==> src/rtl/fifo_wr_ctrl.sv <==
// Write-side controller of an asynchronous FIFO: owns the write pointer, exports it in
// Gray code to the read domain, and derives full/level/almost_full from the synchronized
// read pointer. Overflow is a sticky error flag for writes attempted while full.
module fifo_wr_ctrl #(
  parameter int unsigned AddrWidth        = 4,
  parameter int unsigned AlmostFullThresh = 12
) (
  input  logic                 clk,
  input  logic                 rst_n,
  input  logic                 wr_valid,
  output logic                 wr_ready,
  output logic                 mem_we,
  output logic [AddrWidth-1:0] mem_waddr,
  output logic [AddrWidth:0]   wr_ptr_gray,
  input  logic [AddrWidth:0]   rd_ptr_gray_sync,
  output logic                 full,
  output logic                 almost_full,
  output logic [AddrWidth:0]   level,
  output logic                 overflow,
  input  logic                 overflow_clr
);

  localparam int unsigned PtrW = AddrWidth + 1;

  logic [AddrWidth:0] wbin_q, wbin_d;
  logic [AddrWidth:0] gray_q, gray_d;
  logic [AddrWidth:0] level_q, level_d;
  logic [AddrWidth:0] rbin;
  logic [AddrWidth:0] full_cmp;
  logic               full_q, full_d;
  logic               almost_full_q, almost_full_d;
  logic               overflow_q, overflow_d;
  logic               accept;

  // Next-state: pointer advance, Gray conversion both ways, and flag/level derivation.
  always_comb begin
    accept = wr_valid && !full_q;
    wbin_d = wbin_q + PtrW'(accept);
    gray_d = wbin_d ^ (wbin_d >> 1);

    // Gray-to-binary: each binary bit is the XOR of all Gray bits at or above it.
    rbin = '0;
    for (int i = 0; i < PtrW; i++) begin
      rbin[i] = ^(rd_ptr_gray_sync >> i);
    end

    // Full when the write pointer has lapped the read pointer by exactly one depth:
    // in Gray code that is the read pointer with its top two bits inverted.
    full_cmp      = {~rd_ptr_gray_sync[AddrWidth:AddrWidth-1],
                     rd_ptr_gray_sync[AddrWidth-2:0]};
    full_d        = (gray_d == full_cmp);
    level_d       = wbin_d - rbin;
    almost_full_d = (level_d >= PtrW'(AlmostFullThresh));

    // Set has priority over clear so a coincident error is never lost.
    overflow_d = overflow_q;
    if (overflow_clr) begin
      overflow_d = 1'b0;
    end
    if (wr_valid && full_q) begin
      overflow_d = 1'b1;
    end
  end

  // State registers; every output flag comes straight from a flop.
  always_ff @(posedge clk or negedge rst_n) begin
    if (!rst_n) begin
      wbin_q        <= '0;
      gray_q        <= '0;
      level_q       <= '0;
      full_q        <= 1'b0;
      almost_full_q <= 1'b0;
      overflow_q    <= 1'b0;
    end else begin
      wbin_q        <= wbin_d;
      gray_q        <= gray_d;
      level_q       <= level_d;
      full_q        <= full_d;
      almost_full_q <= almost_full_d;
      overflow_q    <= overflow_d;
    end
  end

  // Output drive: write strobe/address are combinational on the accept cycle.
  always_comb begin
    wr_ready    = !full_q;
    mem_we      = accept;
    mem_waddr   = wbin_q[AddrWidth-1:0];
    wr_ptr_gray = gray_q;
    full        = full_q;
    almost_full = almost_full_q;
    level       = level_q;
    overflow    = overflow_q;
  end

endmodule

==> config.mk <==
export PLATFORM = sky130hd
export DESIGN_NAME = fifo_wr_ctrl
export DESIGN_NICKNAME = d
export VERILOG_FILES = /design/src/rtl/fifo_wr_ctrl.sv
export SDC_FILE = /design/constraint.sdc
export NUM_CORES = 1
export LEC_CHECK = 0
export CAP_MARGIN = 25
export CORE_MARGIN = 5
export CORE_UTILIZATION = 45
export DETAILED_ROUTE_END_ITERATION = 10
export PLACE_DENSITY = 0.79
export SLEW_MARGIN = 25
export SYNTH_ARGS = -nofsm -noshare
export SYNTH_HDL_FRONTEND = slang
export SYNTH_SLANG_ARGS = --single-unit
export TNS_END_PERCENT = 5
==> constraint.sdc <==
create_clock -name clk -period 3 [get_ports clk]
set_clock_uncertainty 0.1 [all_clocks]
set_input_delay 0.75 -clock clk [delete_from_list [all_inputs] [get_ports clk]]
set_output_delay 0.75 -clock clk [all_outputs]
set_load 0.1 [all_outputs]
### Word level (Yosys, flattened, before mapping)

Index checks and enable logic that the tools add are counted.

* add/sub/neg operators: 2
* $mul: 0
* divide/modulo/power cells: 0
* magnitude comparators: 1
* equality and inequality tests: 1
* shifts and indexed selects: 0
* mux-type cells: 2
* bitwise logic cells: 2
* reduce and logical (&&, ||, !) cells: 9

Operator list (count)
* $reduce_xor A5 Y1: 5
* $add A5 B1 Y5: 1
* $eq A5 B5 Y1: 1
* $ge A5 B4 Y1 const B: 1
* $sub A5 B5 Y5: 1
* $xor A5 B4 Y5: 1
* $logic_and A1 B1 Y1: 2
* $mux W1: 2
* $not A2 Y2: 1
* $reduce_bool A2 Y1: 1
* $logic_not A1 Y1: 1

* register bits after elaboration: 18
* latch bits: 0
* bits in writable memories: 0
* ROM bits: 0
* output and inout bits: 19
* memories: 0

### Depth between registers and ports, before layout

Gate-level depths: netlist of run 1.

* depth after elaboration: 5
* mapped depth: 11

### Worst setup path after synthesis of run 1

No wires, ideal clock.

* path kind: reg-to-reg
* start: register full_q (netlist: full)
* end: register almost_full_q (netlist: almost_full)
* library setup time: 0.064 ns
* arrival time: 4.202 ns
* required time: 2.836 ns
* setup slack: -1.366 ns
* cell stages (with the launch flop): 10
* clock period less this slack: 4.366 ns
* cell sequence: dfrtp_1 -> nor2b_1 -> ha_1 -> ha_1 -> clkbuf_1 -> xnor2_1 -> ha_1 -> or4b_1 -> o311ai_1 -> a21o_1

* word-level cells in the longest chain between the ends: 5

Ends and longest elaborated chain
* start, declared: line 30 `logic full_q, full_d;`
* start signal, assigned: line 78 `full_q <= full_d;`
* $logic_not A1 Y1: line 37 `accept = wr_valid && !full_q;`
* $logic_and A1 B1 Y1: line 37
* net mem_we: line 12 `output logic mem_we,`
* $add A5 B1 Y5: line 38 `wbin_d = wbin_q + PtrW'(accept);`
* net wbin_d[1]: line 25 `logic [AddrWidth:0] wbin_q, wbin_d;`
* $sub A5 B5 Y5: line 52 `level_d = wbin_d - rbin;`
* $ge A5 B4 Y1: line 53 `almost_full_d = (level_d >= PtrW'(AlmostFullThresh));`
* net almost_full_d: line 31 `logic almost_full_q, almost_full_d;`
* end signal, assigned: line 79 `almost_full_q <= almost_full_d;`
* end, declared: line 31

The timed path passes the listed nets, and every way through them passes these cells.
A chain may end at the register's enable or synchronous reset.

### Final worst setup path of run 1

* start: input port wr_valid
* end: register almost_full_q (netlist: almost_full)

* word-level cells in the longest chain between the ends: 4

Ends and longest elaborated chain
* start, declared: line 10 `input logic wr_valid,`
* $logic_and A1 B1 Y1: line 37
* $add A5 B1 Y5: line 38
* net wbin_d[0]: line 25
* $sub A5 B5 Y5: line 52
* $ge A5 B4 Y1: line 53
* net almost_full_d: line 31

The timed path passes the listed nets, and every way through them passes these cells.

==> results of run 1 <==
==> state kept, by name, indices dropped and copies added (netlist names) <==
name / flops
wr_ptr_gray: 5
overflow: 1
almost_full: 1
wbin_q: 4
full: 1
level: 5
==> cell usage after synthesis (2+ instances only) <==
cell type  count  area (µm²)
a21oi_1        3        15.0
xor2_1         7        61.3
dfrtp_1       17         425
ha_1           6        75.1
o21ai_0        2        10.0
nand3_1        3        15.0
inv_1          8        30.0
xnor2_1       13         114
xnor2_2        2        32.5
==> layout make-up <==
class                      instances  area [µm²]
timing repair buffer              50         418
clock inverter                     1        5.00
tap                               27        33.8
inverter                           9        33.8
multi-input combinational         51         524
clock buffer                       3        22.5
fill                             143         498
sequential                        17         427
==> worst paths after layout <==
kind | end | slack, ns | depth (start not counted)
min in group asynchronous | wr_ptr_gray[1] | 0.79 | 1
max reg2reg | almost_full | 0.73 | 9
max in group asynchronous | full | 1.51 | 1
min | overflow | 0.47 | 2
max | almost_full | 0.22 | 10
min reg2reg | overflow | 0.47 | 2
==> worst max-delay path: stages <==
cell and delay (ns):
clkdlybuf4s50_1 0.48, nor2b_4 0.18, ha_4 0.22, inv_2 0.05
ha_2 0.17, inv_2 0.04, maj3_2 0.30, or4b_1 0.50
o311ai_1 0.10, a21o_1 0.14
==> what timing repair did <==
item,CTS,global route
endpoints found under the setup margin,1,2
pin swaps,2,2
buffers inserted,1,1
resized for setup,1,5
hold buffers,0,0
==> kinds of logic (layout without fill, tap and decap cells) <==
| logic type | count (synthesis) | after routing | share of synthesized area |
|---|---|---|---|
| xor+xnor | 23 | 23 | 0.255 |
| buf+inv | 10 | 63 | 0.0408 |
| flops | 17 | 17 | 0.462 |
| compound gates | 12 | 12 | 0.0883 |
| simple gates | 9 | 9 | 0.0598 |
| fa+ha+maj | 7 | 7 | 0.0937 |
==> routing by layer <==
| layer | up-vias | wire (µm) | share of wire | GRT usage |
|---|---|---|---|---|
| met5 | - | 0 | 0 | 0 |
| met4 | 0 | 55 | 0.028 | 0.0903 |
| met3 | 6 | 122 | 0.062 | 0.0350 |
| met2 | 26 | 979 | 0.50 | 0.243 |
| met1 | 324 | 812 | 0.41 | 0.149 |
| li1 | 370 | - | - | - |
==> per-stage QoR <==
| stage | setup slack, ns | std cells | area, µm² | util |
|---|---|---|---|---|
| global route | 0.0348 | 158 | 1460 | 0.746 |
| global placement | -0.278 | 152 | 1400 | 0.715 |
| finish | 0.218 | 158 | 1460 | 0.746 |
| CTS | 0.0102 | 157 | 1450 | 0.737 |
| detailed placement | -0.372 | 152 | 1400 | 0.715 |
| floorplan | -0.0622 | 78 | 990 | - |
==> run summary, run 1 <==
DR DRC count: 0
worst-margin pin slew: 0.743 ns
sequential share of the synthesized area: 0.462
final setup vio count: 0
initial core utilization: 0.469
crit-path max FO: 2
crit path from: wr_valid
Routed Antenna Nets: 0
initial DRC count: 2
leading register cell type out of synthesis: dfrtp_1
WHS: 0.467 ns
overall routed net length: 1970 µm
Clock Sinks: 17
Cell Area, Synth: 921 µm²
H-tree Lvls: 1
Root Driver: clkbuf_4
final hold vios: 0
RSZ-0062 raised after global routing: false
worst reg2reg startpoint: full
commonest non-fill, non-tap cell in the layout: buf_4
layout cells sized above 1: 0.481
Synthesis Warnings: 0
headroom to the max-slew limit: 0.503
gpl congestion: 0.783
Critical Path Source Type: input pin
commonest non-fill, non-tap cells in the layout: buf_4, dfrtp_1, xnor2_1
antenna cell count: 0
Max-Cap Viols: 0
synth unique cells: 26
min Tclk post-route: 2.78 ns
flops & latches, synth: 17
final net count: 147
setup TNS: 0 ns
Clock transition at path regs: 0.10 ns
# IOs: 28
fmax: 359 MHz
Core Region: 0.00196 mm²
first-pass GRT wire length: 3350 µm
WP data arrival: 2.93 ns
ys async rst share: 1.00
Mapped Nets: 93
GR Overflow Total: 0
CTS Buf Count: 3
TritonCTS clock tree: built
chip height: 55.2 µm
vias per cell: 4.59
clk_lat worst skew: 0.30 ns
Mean Syn Cell Area: 11.8 µm²
crit path kind: in2reg
status: finished, final reports clean
number of global-route vias before repair: 770
Cells after Synth: 78
Hold Crit Class: reg2reg
antenna violations before repair: 0
min-delay src: overflow
critical path capture point type: flop
DR WL/cell: 12.5 µm
Core Rows: 16
Die X: 55.2 µm
crit share post-route: 0.927
layout overhead on the synthesized area: 59.0%
Clock Tree Buf Depth: 2
via count: 726
first-pass iteration count of the detailed router: 4
All-Layer GR Usage: 0.140
Worst Path Required: 3.14 ns
Port-buffer cells: 27
largest net degree at the start of global routing: 18
number of flops mapped to enable cells by yosys: 0
detailed placer's ending HPWL: 1620 µm
Max Slew Vio Count: 0
die area: 0.00305 mm²
Power of run 1 is left out: the tool's default activity adds up to more than one toggle a clock period on the data nets, which glitch-free logic cannot reach.
==> run 2, diff against run 1 <==
Settings changed: MAX_ROUTING_LAYER set to met4.
==> run summary, run 2 (synthesis results as in run 1) <==
initial core utilization: 0.469 (unchanged)
fin area: 0.00146 mm² (unchanged)
Root Driver: clkbuf_4 (unchanged)
first-pass iteration count of the detailed router: 4 (unchanged)
H-tree Lvls: 1 (unchanged)
status: finished, final reports clean (unchanged)
Clock transition at path regs: 0.10 ns (about the same)
antenna violations before repair: 0 (unchanged)
Core Region: 0.00196 mm² (unchanged)
DR DRC count: 0 (unchanged)
layout cells sized above 1: 0.481 (unchanged)
FILL cells: 143 (unchanged)
fmax: 360 MHz (was 359 MHz)
overall routed net length: 1970 µm (about the same)
gpl congestion: 0.794 (was 0.783)
first-pass GRT wire length: 3350 µm (unchanged)
Die X: 55.2 µm (unchanged)
final setup vio count: 0 (unchanged)
Routed Antenna Nets: 0 (unchanged)
worst-margin pin slew: 0.743 ns (about the same)
Clock Tree Buf Depth: 2 (unchanged)
detailed placer's ending HPWL: 1620 µm (unchanged)
Core Rows: 16 (unchanged)
final net count: 147 (unchanged)
final core utilization: 0.746 (unchanged)
CTS Hold Bufs: 0 (unchanged)
crit-path max FO: 2 (unchanged)
number of global-route vias before repair: 769 (was 770)
Clock Sinks: 17 (unchanged)
All-Layer GR Usage: 0.144 (was 0.140)
layout overhead on the synthesized area: 59.0% (unchanged)
crit share post-route: 0.927 (about the same)
Critical Path Source Type: input pin (unchanged)
WHS: 0.467 ns (unchanged)
via count: 727 (was 726)
antenna cell count: 0 (unchanged)
# IOs: 28 (unchanged)
clk_lat worst skew: 0.30 ns (about the same)
headroom to the max-slew limit: 0.503 (about the same)
initial DRC count: 2 (unchanged)
Port-buffer cells: 27 (unchanged)
Max Slew Vio Count: 0 (unchanged)
GR Overflow Total: 0 (unchanged)
critical path capture point type: flop (unchanged)
DR WL/cell: 12.5 µm (about the same)
CTS Buf Count: 3 (unchanged)
chip height: 55.2 µm (unchanged)
final hold vios: 0 (unchanged)
TritonCTS clock tree: built (unchanged)
min Tclk post-route: 2.78 ns (about the same)
Worst Path Required: 3.15 ns (was 3.14 ns)
Post-DP Area: 0.00140 mm² (unchanged)
crit path kind: in2reg (unchanged)
commonest non-fill, non-tap cells in the layout: buf_4, dfrtp_1, xnor2_1 (unchanged)
commonest non-fill, non-tap cell in the layout: buf_4 (unchanged)
Hold Crit Class: reg2reg (unchanged)
RSZ-0062 raised after global routing: false (unchanged)
largest net degree at the start of global routing: 18 (unchanged)
vias per cell: 4.60 (was 4.59)
Max-Cap Viols: 0 (unchanged)
die area: 0.00305 mm² (unchanged)
WP data arrival: 2.93 ns (about the same)
-- run 2: cell counts in the layout (fill, tap and decap cells not counted) --
No cell type changed its count.
-- run 2: path summary, 6_finish.rpt --
path / from / to / slack [ns] / cells past startpoint
max in group asynchronous: rst_n / full / 1.51 / 1
worst min-delay path: overflow / overflow / 0.47 / 2
min in group asynchronous: rst_n / wr_ptr_gray[1] / 0.78 / 1
worst max-delay path: wr_valid / almost_full / 0.22 / 10
worst min register to register: overflow / overflow / 0.47 / 2
worst max register to register: full / almost_full / 0.73 / 9
-- run 2: cell type report --
type	instances	area, µm²	share of cell area
clock inverter	1	5.00	0.00342
inverter	9	33.8	0.0231
timing repair buffer	50	418	0.285
multi-input combinational	51	524	0.358
clock buffer	3	22.5	0.0154
tap	27	33.8	0.0231
sequential	17	427	0.291
-- run 2: critical path: stages --
cell and delay (ns):
clkdlybuf4s50_1 0.48, nor2b_4 0.18, ha_4 0.22, inv_2 0.05, ha_2 0.17, inv_2 0.04, maj3_2 0.30, or4b_1 0.50
o311ai_1 0.10, a21o_1 0.14
-- run 2: routing by layer --
layer / global-route usage / vias up / wire (µm)
met3: 0.0350 / 7 / 122
met1: 0.149 / 323 / 813
li1: - / 371 / -
met2: 0.243 / 26 / 978
met5: - / - / 0
met4: 0.0903 / 0 / 59
-- run 2: per-stage QoR --
stage	TNS (ns)	worst slack [ns]	std cells
2_1_floorplan	-0.0622	-0.0622	78
3_3_place_gp	-0.520	-0.278	152
3_5_place_dp	-0.902	-0.372	152
4_1_cts	0	0.0102	157
5_1_grt	0	0.0348	158
6_report	0	0.219	158
-- run 2: repair_timing --
action	CTS	global route
pin swaps	2	2
resized for setup	1	5
endpoints found under the setup margin	1	2
setup buffers	1	1
Power of run 2 is left out for the same reason.
==> run 3, diff against run 2 <==
Settings changed: CORE_MARGIN 5 to 2.
==> run summary, run 3 (synthesis results as in run 1) <==
DR WL/cell: 12.8 µm (was 12.5 µm)
final net count: 149 (was 147)
met2 GRT Util: 0.356 (was 0.243)
antenna cell count: 0 (unchanged)
layer with the highest usage: met2 (unchanged)
final setup vio count: 0 (unchanged)
Reg area: 427 µm² (unchanged)
Worst Path Buf+Inv: 2 (was 3)
layout overhead on the synthesized area: 59.2% (was 59.0%)
Top delay family on crit path: adder cells (unchanged)
chip height: 49.2 µm (was 55.2 µm)
WP data arrival: 3.05 ns (was 2.93 ns)
RSZ-0062 raised after global routing: false (unchanged)
via count: 753 (was 727)
clk_lat worst skew: 0.28 ns (was 0.30 ns)
status: finished, final reports clean (unchanged)
Post-DP Area: 0.00142 mm² (was 0.00140 mm²)
Die X: 49.2 µm (was 55.2 µm)
setup slack, reg-to-reg: 0.63 ns (was 0.73 ns)
Clock transition at path regs: 0.09 ns (was 0.10 ns)
antenna violations before repair: 0 (unchanged)
detailed placer's ending HPWL: 1660 µm (was 1620 µm)
initial core utilization: 0.474 (was 0.469)
commonest non-fill, non-tap cells in the layout: buf_4, dfrtp_1, xnor2_1 (unchanged)
die area: 0.00242 mm² (was 0.00305 mm²)
crit-path max FO: 4 (was 2)
WHS: 0.438 ns (was 0.467 ns)
initial DRC count: 5 (was 2)
first-pass GRT wire length: 3520 µm (was 3350 µm)
largest net degree at the start of global routing: 18 (unchanged)
Core Rows: 16 (unchanged)
overall routed net length: 2040 µm (was 1970 µm)
Max Slew Vio Count: 0 (unchanged)
Port-buffer cells: 27 (unchanged)
TritonCTS clock tree: built (unchanged)
FILL cells: 136 (was 143)
slowest CP cell: or4b_1 (unchanged)
crit path kind: in2reg (unchanged)
H-tree Lvls: 1 (unchanged)
vias per cell: 4.71 (was 4.60)
Clock Sinks: 17 (unchanged)
GR Util met1: 0.204 (was 0.149)
min Tclk post-route: 2.93 ns (was 2.78 ns)
critical path capture point type: flop (unchanged)
Critical Path Source Type: input pin (unchanged)
DR DRC count: 0 (unchanged)
final hold vios: 0 (unchanged)
CTS Buf Count: 3 (unchanged)
GR Overflow Total: 0 (unchanged)
Root Driver: clkbuf_4 (unchanged)
critical-path cell list: clkdlybuf4s50_1 > nor2b_4 > ha_4 > ha_4 > xnor2_2 > inv_2 > ha_4 > or4b_1 > o311ai_1 > a21o_1 (was clkdlybuf4s50_1 > nor2b_4 > ha_4 > inv_2 > ha_2 > inv_2 > maj3_2 > or4b_1 > o311ai_1 > a21o_1)
Routed Antenna Nets: 0 (unchanged)
GR Util met3: 0.0399 (was 0.0350)
fmax: 342 MHz (was 360 MHz)
# IOs: 28 (unchanged)
first-pass iteration count of the detailed router: 4 (unchanged)
CP most frequent cell: ha_4 (was inv_2)
Worst Path Required: 3.12 ns (was 3.15 ns)
Hold Crit Class: reg2reg (unchanged)
worst-margin pin slew: 0.753 ns (was 0.743 ns)
commonest non-fill, non-tap cell in the layout: buf_4 (unchanged)
Core Region: 0.00194 mm² (was 0.00196 mm²)
CTS Hold Bufs: 0 (unchanged)
gpl congestion: 0.776 (was 0.794)
Clock Tree Buf Depth: 2 (unchanged)
max incr delay on CP: 0.45 ns (was 0.50 ns)
headroom to the max-slew limit: 0.497 (was 0.503)
crit share post-route: 0.975 (was 0.927)
fin area: 0.00147 mm² (was 0.00146 mm²)
All-Layer GR Usage: 0.194 (was 0.144)
Max-Cap Viols: 0 (unchanged)
number of global-route vias before repair: 839 (was 769)
multi-input combinational cell area: 523 µm² (was 524 µm²)
layout cells sized above 1: 0.489 (was 0.481)
==> run 3: changes by cell type in the layout (fill, tap and decap cells not counted) <==
cell,delta
dlymetal6s2s_1,-3
dlygate4sd2_1,+3
a2111oi_1,-1
buf_4,+2
a2111oi_0,+1
==> run 3: worst register-to-register path: stages, from the launching register on <==
cell and delay (ns):
dfrtp_2 0.45, nor2b_4 0.16, ha_4 0.22, inv_2 0.06
ha_2 0.17, inv_2 0.04, maj3_2 0.30, or4b_1 0.52
o311ai_1 0.12, a21o_1 0.17
==> run 3: stage by stage <==
step	instances	util	worst slack, ns	TNS, ns
finish	160	0.755	0.0744	0
global route	160	0.755	0.00231	0
CTS	160	0.754	0.00826	0
detailed placement	154	0.730	-0.437	-0.972
global placement	154	0.730	-0.274	-0.511
floorplan	78	-	-0.0622	-0.0622
==> run 3: per-layer routing <==
metal,vias up,part of all wire
met2,26,0.56
met5,-,0
met1,346,0.37
met3,6,0.055
met4,0,0.021
li1,375,-
==> run 3: worst paths after layout <==
kind / startpoint / to / depth (start not counted)
max in group asynchronous: rst_n / full / 1
hold reg to reg: overflow / overflow / 2
min in group asynchronous: rst_n / wbin_q[0] / 1
hold / removal: overflow / overflow / 2
setup reg to reg: full / almost_full / 9
setup / recovery: wr_valid / almost_full / 10
==> run 3: final cells by class <==
class	count	area share
Multi-Input combinational cell	51	0.357
Clock inverter	1	0.00341
Inverter	9	0.0230
Clock buffer	3	0.0154
Sequential cell	17	0.291
Tap cell	27	0.0230
Timing Repair Buffer	52	0.288
==> run 3: timing repair <==
item / CTS / global route
setup buffers: 2 / 0
endpoints found under the setup margin: 1 / 1
pin swaps: 3 / 0
resized for setup: 4 / 1
Power of run 3 is left out for the same reason.
==> variant 1, RTL diff (settings of run 2) <==
Make the reset (`rst_n`) synchronous in one clocked block. Comments in the files are not updated.
--- a/src/rtl/fifo_wr_ctrl.sv
+++ b/src/rtl/fifo_wr_ctrl.sv
@@ -63,7 +63,7 @@
   end
 
   // State registers; every output flag comes straight from a flop.
-  always_ff @(posedge clk or negedge rst_n) begin
+  always_ff @(posedge clk) begin
     if (!rst_n) begin
       wbin_q        <= '0;
       gray_q        <= '0;
Function: differs if rst_n is asserted again (counterexample within 4 cycles, from zero or initial values and one cycle with rst_n low); with rst_n held inactive, the same outputs for 10 cycles.
==> variant 1 against run 2 <==
  * Cell area fell by 6.3%
  * Critical endpoint is now almost_full$_SDFF_PN0_
  * Worst hold slack worse by 0.071 ns
  * Highest routed layer unchanged
  * Wire length up 1.8%
  * Global-route usage rose by 2.2 points
  * Critical path depth increased by 2
  * Area after synthesis down 0.68%
  * Sequential cell count did not move
  * Non-clock buffer count fell by 9
  * Setup slack worse by 0.063 ns
==> variant 1: results (changes against run 2) <==
stage,metric,value,unit,change
outcome,outcome,finished clean,,
placed_design,Post-Place Cells,155,,+2.0%
setup_path,Top delay family on crit path,XOR/XNOR gates,,
grt,number of global-route vias before repair,764,,-0.65%
drt,WL/cell,12.63,um,+1.1%
worst_hold_path,hold path start,overflow$_SDFFE_PN0P_,,
drt,final WL,2008,um,+1.8%
setup_path,FF-to-FF path depth,11,,+2
grt,first-pass GRT wire length,3381,um,+1.0%
synthesis,Syn Nets,104,,+12%
synthesis,Yosys cell types,30,,+15%
setup_path,CP startpoint,rd_ptr_gray_sync[4],,
synthesis,sequential-to-total area share from yosys stat,0.3721,,-0.08986
setup_path,Max stage delay on crit path,0.46,ns,-0.04 ns
placed_design,gpl congestion,0.7754,,-2.3%
clock_tree,post-CTS setup buffer count,0,,-1
clock_tree,# resized after CTS,0,,-1
synthesis,"FFs w/ async S/R, synth",0,,-1.000
synthesis,Synth Instances,89,,+14%
synthesis,"top cells by count, synth","17 x dfxtp_1, 8 x and2_1, 7 x nor2b_1, 7 x xnor2_1, 7 x xor2_1",,
placed_design,Post-Place Cell Area,1339,um^2,-4.6%
setup_path,worst endpoint data arrival time,2.99,ns,+0.06 ns
drt,Via density,4.748,,+3.2%
drt,First DRT Iteration DRCs,9,,+7
setup_path,slowest cell on the critical path,clkdlybuf4s50_1,,
synthesis,Synth area leaders,"dfxtp_1 37%, ha_1 8.2%, xnor2_1 6.7%, xor2_1 6.7%, and2_1 5.5%",,
placed_design,DP HPWL,1661,um,+2.4%
grt,Tot GR Track Use,0.1661,,+0.02201
worst_hold_path,Min-Delay Path Class,flip-flop to flip-flop,,
final_layout,nets,148,,+0.68%
sta,relative max-transition margin,0.6678,,+0.1646
final_layout,share of post-route cells with drive strength above 1,0.3864,,-0.09455
variant 1: path summary, 6_finish.rpt:
| check | end | slack (ns) |
|---|---|---|
| worst max register to register | level[3]$_SDFF_PN0_ | 0.78 |
| worst min-delay path | overflow$_SDFFE_PN0P_ | 0.40 |
| worst max-delay path | almost_full$_SDFF_PN0_ | 0.16 |
| worst min register to register | overflow$_SDFFE_PN0P_ | 0.40 |
variant 1: per-stage QoR:
| step | worst slack, ns | TNS [ns] | util |
|---|---|---|---|
| final | 0.1557 | 0 | 0.7062 |
| after global placement | -0.08086 | -0.1553 | 0.6894 |
| after global routing | -0.006062 | -0.006062 | 0.7062 |
| after CTS | 0.1543 | 0 | 0.7036 |
| after floorplan | -0.1306 | -0.3203 | - |
| after detailed placement | -0.1348 | -0.3283 | 0.6894 |
variant 1: worst reg2reg max path, stage by stage (launching register included):
cell	delay, ns
dfxtp_2	0.36
nor2b_4	0.15
ha_4	0.15
nand3_2	0.09
xor2_2	0.19
inv_2	0.07
ha_4	0.28
inv_1	0.08
a31oi_1	0.17
o311a_1	0.18
o311ai_1	0.12
and2_1	0.19
variant 1: power by group:
part | internal (mW) | switching (mW)
clock | 0.0496 | 0.0733
sequential | 0.253 | 0.0103
combinational | 0.145 | 0.310
total | 0.448 | 0.394
variant 1: kinds of logic (layout without fill, tap and decap cells):
| family | count (synthesis) | after routing | synth area share |
|---|---|---|---|
| AO/OA/AOI/OAI | 11 | 11 | 0.09852 |
| buffers and inverters | 7 | 50 | 0.03009 |
| multiplexers | 2 | 2 | 0.02189 |
| adder cells (fa/ha/maj) | 6 | 6 | 0.08208 |
| XOR/XNOR | 18 | 18 | 0.2175 |
| AND/OR/NAND/NOR | 28 | 28 | 0.1778 |
| flip-flops | 17 | 17 | 0.3721 |
variant 1: layout make-up:
| type | instances | area [um^2] |
|---|---|---|
| Sequential cell | 17 | 341.6 |
| Tap cell | 27 | 33.78 |
| Timing Repair Buffer | 41 | 342.8 |
| Clock inverter | 1 | 5.005 |
| Inverter | 5 | 18.77 |
| Multi-Input combinational cell | 65 | 606.8 |
| Fill cell | 163 | 570.5 |
| Clock buffer | 3 | 22.52 |
variant 1: metal layers:
metal | wire, um | global-route usage | up-vias | part of all wire
met3 | 122 | 0.02949 | 8 | 0.061
met1 | 820 | 0.1814 | 342 | 0.41
met2 | 986 | 0.2736 | 24 | 0.49
met5 | 0 | - | - | 0
li1 | - | - | 381 | -
met4 | 79 | 0.1134 | 0 | 0.039
==> variant 2, RTL diff (flow settings as in run 2) <==
Made on the original files. Set the parameter `AddrWidth` to 5 (it was 4).
--- a/src/rtl/fifo_wr_ctrl.sv
+++ b/src/rtl/fifo_wr_ctrl.sv
@@ -2,7 +2,7 @@
 // Gray code to the read domain, and derives full/level/almost_full from the synchronized
 // read pointer. Overflow is a sticky error flag for writes attempted while full.
 module fifo_wr_ctrl #(
-  parameter int unsigned AddrWidth        = 4,
+  parameter int unsigned AddrWidth        = 5,
   parameter int unsigned AlmostFullThresh = 12
 ) (
   input  logic                 clk,
Interface: changed (resized level, mem_waddr, rd_ptr_gray_sync and wr_ptr_gray); port bits go from 28 to 32. No check against the original RTL was run, so the function may have changed too.
==> variant 2 against run 2 <==
  * Wire length rose by 53%
  * Non-clock buffer count rose by 13
  * Sequential cell count rose by 3
  * Area after synthesis rose by 28%
  * Fmax fell by 3.7%
  * Cell count rose by 23%
  * Count of clock-buffer cells in the layout rose by 1
  * Cell area rose by 29%
  * Setup slack got worse by 0.11 ns
  * Critical path type unchanged
Power is left out: the tool's default activity adds up to more than one toggle a clock period on the data nets, which glitch-free logic cannot reach.
==> variant 2: results (changes against run 2) <==
stage,metric,value,unit,change
grt,largest net degree at the start of global routing,13,,-5
placed_design,PortBufs,31,,+15%
placed_design,DP HPWL,2189,um,+35%
setup_path,Reg-to-Reg End,level[5]$_DFF_PN0_,,
drt,Via density,4.908,,+6.7%
grt,M3 GR Usage,0.03354,,-0.001422
synthesis,"top cells by count, synth","20 x dfrtp_1, 15 x xnor2_1, 10 x inv_1",,
synthesis,Synth Area in Compound Gates,0.09265,,+0.004337
final_layout,share of post-route cells with drive strength above 1,0.5091,,+0.02817
final_layout,nets,183,,+24%
grt,first-pass GRT wire length,4581,um,+37%
setup_path,CP startpoint,rd_ptr_gray_sync[5],,
sta,Tightest Pin Transition,0.5666,ns,-0.1763 ns
outcome,outcome,finished clean,,
grt,number of global-route vias before repair,1018,,+32%
clock_tree,# resized after CTS,12,,+11
synthesis,sequential-to-total area share from yosys stat,0.4260,,-0.03597
synthesis,post-synthesis adder-cell area fraction,0.08946,,-0.004293
setup_path,slowest cell on the critical path,fa_2,,
setup_path,Reg2Reg Setup Slack,0.54,ns,-0.19 ns
setup_path,FF-to-FF path depth,11,,+2
final_layout,fillers,163,,+14%
placed_design,gpl congestion,0.8105,,+2.1%
grt,GRT met1 Usage,0.2109,,+0.06154
sta,final hold slack,0.4384,ns,-0.02832 ns
synthesis,Yosys cell types,37,,+42%
drt,WL/cell,15.49,um,+24%
-- variant 2: cell types whose count changed in the layout (fill, tap and decap cells not counted), sizes merged, moves of 2 or more --
cell / delta
buf: +14
nand2: +4
dfrtp: +3
dlymetal6s2s: -3
xnor3: +3
xor2: -3
and3: +2
inv: +2
o311ai: -2
-- variant 2: stage by stage --
step,instances,instance area (um^2),worst slack (ns)
finish,195,1892,0.1128
global route,195,1892,-0.04744
CTS,191,1757,0.02222
detailed placement,183,1705,-0.7411
global placement,183,1705,-0.6549
floorplan,101,1246,-0.1966
-- variant 2: layout make-up --
type,instances,area share
Inverter,11,0.02183
Timing Repair Buffer,63,0.2745
Sequential cell,20,0.2652
Clock buffer,4,0.01389
Multi-Input combinational cell,67,0.4048
Tap cell,30,0.01984
-- variant 2: per-layer routing --
metal | share of wire | vias up
met3 | 0.052 | 4
li1 | - | 468
met1 | 0.41 | 461
met4 | 0.025 | 0
met2 | 0.51 | 24
met5 | 0 | -
